`src/rtl/compa_pkg.sv`:
```
// Shared types and helpers for the compa_8bit magnitude comparator.
// Holds the default width, the result encoding and the cascade priority rule.
package compa_pkg;

    parameter int COMPA_WIDTH_DEFAULT = 8;

    typedef enum logic [1:0] {
        CMP_EQ,
        CMP_GT,
        CMP_LT
    } cmp_res_t;

    // Priority applied when the local operands are equal: equal, then greater, then less.
    function automatic cmp_res_t cascade_resolve(
        input logic eqin,
        input logic gtin,
        input logic ltin
    );
        cmp_res_t res;
        if (eqin) begin
            res = CMP_EQ;
        end else if (gtin) begin
            res = CMP_GT;
        end else if (ltin) begin
            res = CMP_LT;
        end else begin
            res = CMP_EQ;
        end
        return res;
    endfunction

    // Result bits ordered {eq, gt, lt}.
    function automatic logic [2:0] res_to_onehot(input cmp_res_t res);
        logic [2:0] bits;
        case (res)
            CMP_GT:  bits = 3'b010;
            CMP_LT:  bits = 3'b001;
            default: bits = 3'b100;
        endcase
        return bits;
    endfunction

    function automatic logic cascade_is_onehot(
        input logic eqin,
        input logic gtin,
        input logic ltin
    );
        logic [2:0] v;
        v = {eqin, gtin, ltin};
        return (v == 3'b100) || (v == 3'b010) || (v == 3'b001);
    endfunction

endpackage

```
`src/rtl/compa_core.sv`:
```
// Combinational unsigned magnitude compare of two WIDTH-bit operands.
// The first differing bit, scanning from the MSB down, decides the result.
module compa_core
    import compa_pkg::*;
#(
    parameter int WIDTH = COMPA_WIDTH_DEFAULT
) (
    input  logic [WIDTH-1:0] a,
    input  logic [WIDTH-1:0] b,
    output logic             gt,
    output logic             lt,
    output logic             eq
);

    logic [WIDTH-1:0] bit_gt;
    logic [WIDTH-1:0] bit_lt;
    logic             gt_c;
    logic             lt_c;
    logic             decided_c;

    genvar gi;
    generate
        for (gi = 0; gi < WIDTH; gi++) begin : g_bit
            assign bit_gt[gi] = a[gi] & ~b[gi];
            assign bit_lt[gi] = ~a[gi] & b[gi];
        end
    endgenerate

    always_comb begin
        gt_c      = 1'b0;
        lt_c      = 1'b0;
        decided_c = 1'b0;
        for (int i = WIDTH - 1; i >= 0; i--) begin
            if (!decided_c) begin
                if (bit_gt[i]) begin
                    gt_c      = 1'b1;
                    decided_c = 1'b1;
                end else if (bit_lt[i]) begin
                    lt_c      = 1'b1;
                    decided_c = 1'b1;
                end
            end
        end
    end

    assign gt = gt_c;
    assign lt = lt_c;
    assign eq = ~decided_c;

endmodule

```
`src/rtl/compa_8bit.sv`:
```
// Registered magnitude comparator with 74x85-style cascade inputs (1-cycle latency).
// Optional cascade one-hot error flag: define COMPA8BIT_CASC_ERR_EN to add casc_err.
module compa_8bit
    import compa_pkg::*;
#(
    parameter int WIDTH = COMPA_WIDTH_DEFAULT
) (
    input  logic             clk,
    input  logic             rst_n,
    input  logic [WIDTH-1:0] a,
    input  logic [WIDTH-1:0] b,
    input  logic             aeqbin,
    input  logic             agtbin,
    input  logic             altbin,
    input  logic             in_valid,
    output logic             aeqb,
    output logic             agtb,
    output logic             altb,
`ifdef COMPA8BIT_CASC_ERR_EN
    output logic             casc_err,
`endif
    output logic             out_valid
);

    logic       core_gt;
    logic       core_lt;
    logic       core_eq;
    cmp_res_t   res_c;
    logic [2:0] res_d;
    logic [2:0] res_q;
    logic       valid_q;

    compa_core #(
        .WIDTH (WIDTH)
    ) u_core (
        .a  (a),
        .b  (b),
        .gt (core_gt),
        .lt (core_lt),
        .eq (core_eq)
    );

    // Cascade inputs only matter when the local slice is equal.
    always_comb begin
        res_c = CMP_EQ;
        if (core_eq) begin
            res_c = cascade_resolve(aeqbin, agtbin, altbin);
        end else if (core_gt) begin
            res_c = CMP_GT;
        end else if (core_lt) begin
            res_c = CMP_LT;
        end
    end

    always_comb begin
        res_d = res_q;
        if (in_valid) begin
            res_d = res_to_onehot(res_c);
        end
    end

    always_ff @(posedge clk or negedge rst_n) begin
        if (!rst_n) begin
            res_q   <= 3'b000;
            valid_q <= 1'b0;
        end else begin
            res_q   <= res_d;
            valid_q <= in_valid;
        end
    end

    assign aeqb      = res_q[2];
    assign agtb      = res_q[1];
    assign altb      = res_q[0];
    assign out_valid = valid_q;

`ifdef COMPA8BIT_CASC_ERR_EN
    logic casc_err_d;
    logic casc_err_q;

    always_comb begin
        casc_err_d = casc_err_q;
        if (in_valid) begin
            casc_err_d = ~cascade_is_onehot(aeqbin, agtbin, altbin);
        end
    end

    always_ff @(posedge clk or negedge rst_n) begin
        if (!rst_n) begin
            casc_err_q <= 1'b0;
        end else begin
            casc_err_q <= casc_err_d;
        end
    end

    assign casc_err = casc_err_q;
`endif

endmodule

```
`config.mk`:
```
export PLATFORM = sky130hd
export DESIGN_NAME = compa_8bit
export DESIGN_NICKNAME = d
export VERILOG_FILES = /design/src/rtl/compa_pkg.sv /design/src/rtl/compa_core.sv /design/src/rtl/compa_8bit.sv
export SDC_FILE = /design/constraint.sdc
export NUM_CORES = 1
export LEC_CHECK = 0
export BUFFER_PORTS_ARGS = -buffer_cell sky130_fd_sc_hd__buf_4
export CAP_MARGIN = 20
export CORE_MARGIN = 2
export CORE_UTILIZATION = 49
export CTS_BUF_LIST = sky130_fd_sc_hd__clkbuf_8
export DETAILED_ROUTE_END_ITERATION = 7
export GPL_ROUTABILITY_DRIVEN = 0
export PLACE_DENSITY = 0.81
export SLEW_MARGIN = 20
export SYNTH_ARGS = -nofsm -noshare
export SYNTH_HDL_FRONTEND = slang
export SYNTH_SLANG_ARGS = --single-unit
```
`constraint.sdc`:
```
create_clock -name clk -period 0.9 [get_ports clk]
set_input_delay 0.09 -clock clk [delete_from_list [all_inputs] [get_ports clk]]
set_output_delay 0.09 -clock clk [all_outputs]
set_load 0.05 [all_outputs]
```
==> impl_metrics.ini <==
[sta]
fin_ws_ns = -0.8337
min_period_over_period = 1.926
tightest_slew_ns = 0.2728
finalHoldViolations = 0
hold_ws_ns = 0.02693
skew_ns = 0
slew_viol_final = 0
clock.fmax_mhz = 576.8
rsz0062_at_grt = yes
max_slew_margin = 0.8176
setup_tns_ns = -2.344
post-route-min-period_ns = 1.734
setup_violations = 4

[grt]
grt_max_degree = 6
grt-ovfl-total = 0
antenna_found_initial = 0
grt_pass1_vias = 620
grtUsageTotal = 0.2116
grt_first_pass_wirelength_um = 2325

[place]
place_area_um2 = 952.2
portBuffers = 25
dp_hpwl_um = 1174

[yosys]
synth_commonest_cells = 18 x ha_1, 17 x inv_1, 4 x dfrtp_1
synth.distinct_cells = 27
yosysSeqAreaShare = 0.1538
yosysTopAreaCell = ha_1
synth_area_leaders = ha_1 35%, dfrtp_1 15%, inv_1 9.8%
syn_area_per_cell_um2 = 8.792
synth-seq-cells = 4
synth_area_um2 = 650.6
synthArstFlopShare = 1.000
synth_edf_count = 0
synth_nets = 114
ys_warn_count = 0
synth_top_area_share = 0.3462
synth_top_flop_cell = dfrtp_1
syn_inst = 74
synth_most_common_cell = ha_1

[floorplanning]
floorplan.die_area_mm2 = 0.001635
start_util = 0.5128
num_io_pins = 26
coreArea_mm2 = 0.001269
die_h_um = 40.44
die-width_um = 40.44
std_cell_rows = 13

[setup_path]
critPathLaunchType = primary input
reg2regPathDepth = 1
criticalPathCategory = primary input to flop
reg2reg_from = res_q[2]
crit_end = res_q[2]
arrival_ns = 1.83
critPathLaunch = b[1]
rr_endpoint = res_q[2]
crit_slowest_cell = a211oi_4
cp_top_family = compound AO/OA/AOI/OAI gates
cp_num_cells = 9
required_ns = 1.00
cpPeakStageDelay_ns = 0.30
critPathBufInv = 2
end_kind = flop
crit_chain = buf_4 -> inv_1 -> ha_1 -> a21oi_1 -> o21ai_1 -> a211oi_4 -> o32a_1 -> ha_4 -> mux2_4
worstPathMaxFanout = 3
r2r_slack_ns = 0.11

[job]
cap_violations = 0

[hold_path]
hp-class = primary input to flop

[clock_network]
clk_pin_slew_worst_paths_ns = 0.03
clk_latency_ns = 0.22
cts_tree = built
cts.sinks = 4
h-tree-depth = 1
cts_root_buf = clkbuf_8
clock_path_buffers = 2
cts_buffers = 3

[outcome]
violations = setup timing
outcome = finished, violations left

[finish]
final_area_mm2 = 0.001187
fin_util = 0.9359
drive_above_1_share = 0.5946
final_net_count = 153
area_delta_synth_final_pct = 82.50
antenna_cells = 0

[power]
powerDensity_mw_per_mm2 = 1126
power_uw = 1337
ir_drop_v = 0.001517
leakage_uw = 0.0005727

[drt]
wl_per_cell_um = 19.12
postRouteAntennaNets = 0
wirelength_um = 2409
drc = 0
detail_route.iter0.violations = 26
first_pass_iters = 4
vias = 729
viasPerCell = 5.786
metal layers:
metal,vias to the layer above,part of all wire,track usage
li1,329,-,-
met1,351,0.42,0.2211
met2,39,0.47,0.4365
met3,10,0.075,0.05000
met4,0,0.035,0
met5,-,0,0
layout by cell type, fill, tap and decap left out, drive strengths merged, types with 2 or more instances in the layout:
cell    instances
mux2            3
a21oi           3
nor2            3
inv            17
nand2b          3
clkbuf          3
a31o            2
a21o            2
buf            33
nor2b           2
ha             18
o21ai           2
nand2           2
dfrtp           4
registers in the layout, indices dropped and copies added (netlist names):
register	flops
res_q	3
out_valid	1
kinds of logic (layout without fill, tap and decap cells):
| kind of cell | Yosys count | count (layout) | share of synthesized area |
|---|---|---|---|
| simple gates | 17 | 17 | 0.1673 |
| flops | 4 | 4 | 0.1539 |
| buf+inv | 17 | 54 | 0.09808 |
| compound gates | 15 | 15 | 0.1827 |
| mux | 3 | 3 | 0.05192 |
| fa+ha+maj | 18 | 18 | 0.3462 |
worst min path at each step:
stage | start | end | slack (ns) | cells past startpoint
2_1_floorplan | rst_n | out_valid | -0.21 | 0
3_5_place_dp | rst_n | out_valid | -0.11 | 1
6_report | in_valid | out_valid | 0.03 | 1
4_1_cts | in_valid | out_valid | 0.02 | 1
5_1_grt | in_valid | out_valid | 0.02 | 1
3_3_place_gp | rst_n | out_valid | -0.11 | 1
power breakdown:
part	internal, uW	switching, uW
logic	344	378
clock network	286	98.8
registers	211	20.7
total	840	497
layout make-up:
type                    instances  area (um2)
well taps                      15       18.77
multi-input cells              53       654.4
fillers                        39       81.33
inverters                      17       73.82
flip-flops and latches          4       100.1
repair buffers                 34       299.0
clock buffers                   3       41.29
stage by stage:
stage / instances / setup slack (ns)
final: 126 / -0.8337
after global routing: 126 / -0.8606
after CTS: 125 / -0.7353
after detailed placement: 118 / -1.004
after global placement: 118 / -0.9201
after floorplan: 74 / -0.7538
repair_timing:
| item | 4_1_cts | 5_1_grt |
|---|---|---|
| setup buffers | 3 | 1 |
| hold buffers | 1 | 0 |
| hold endpoints to repair | 4 | 0 |
| resized for setup | 12 | 22 |
| endpoints found under the setup margin | 3 | 3 |
| pin swaps | 11 | 15 |
No activity file was read; power rests on OpenSTA's default activity.
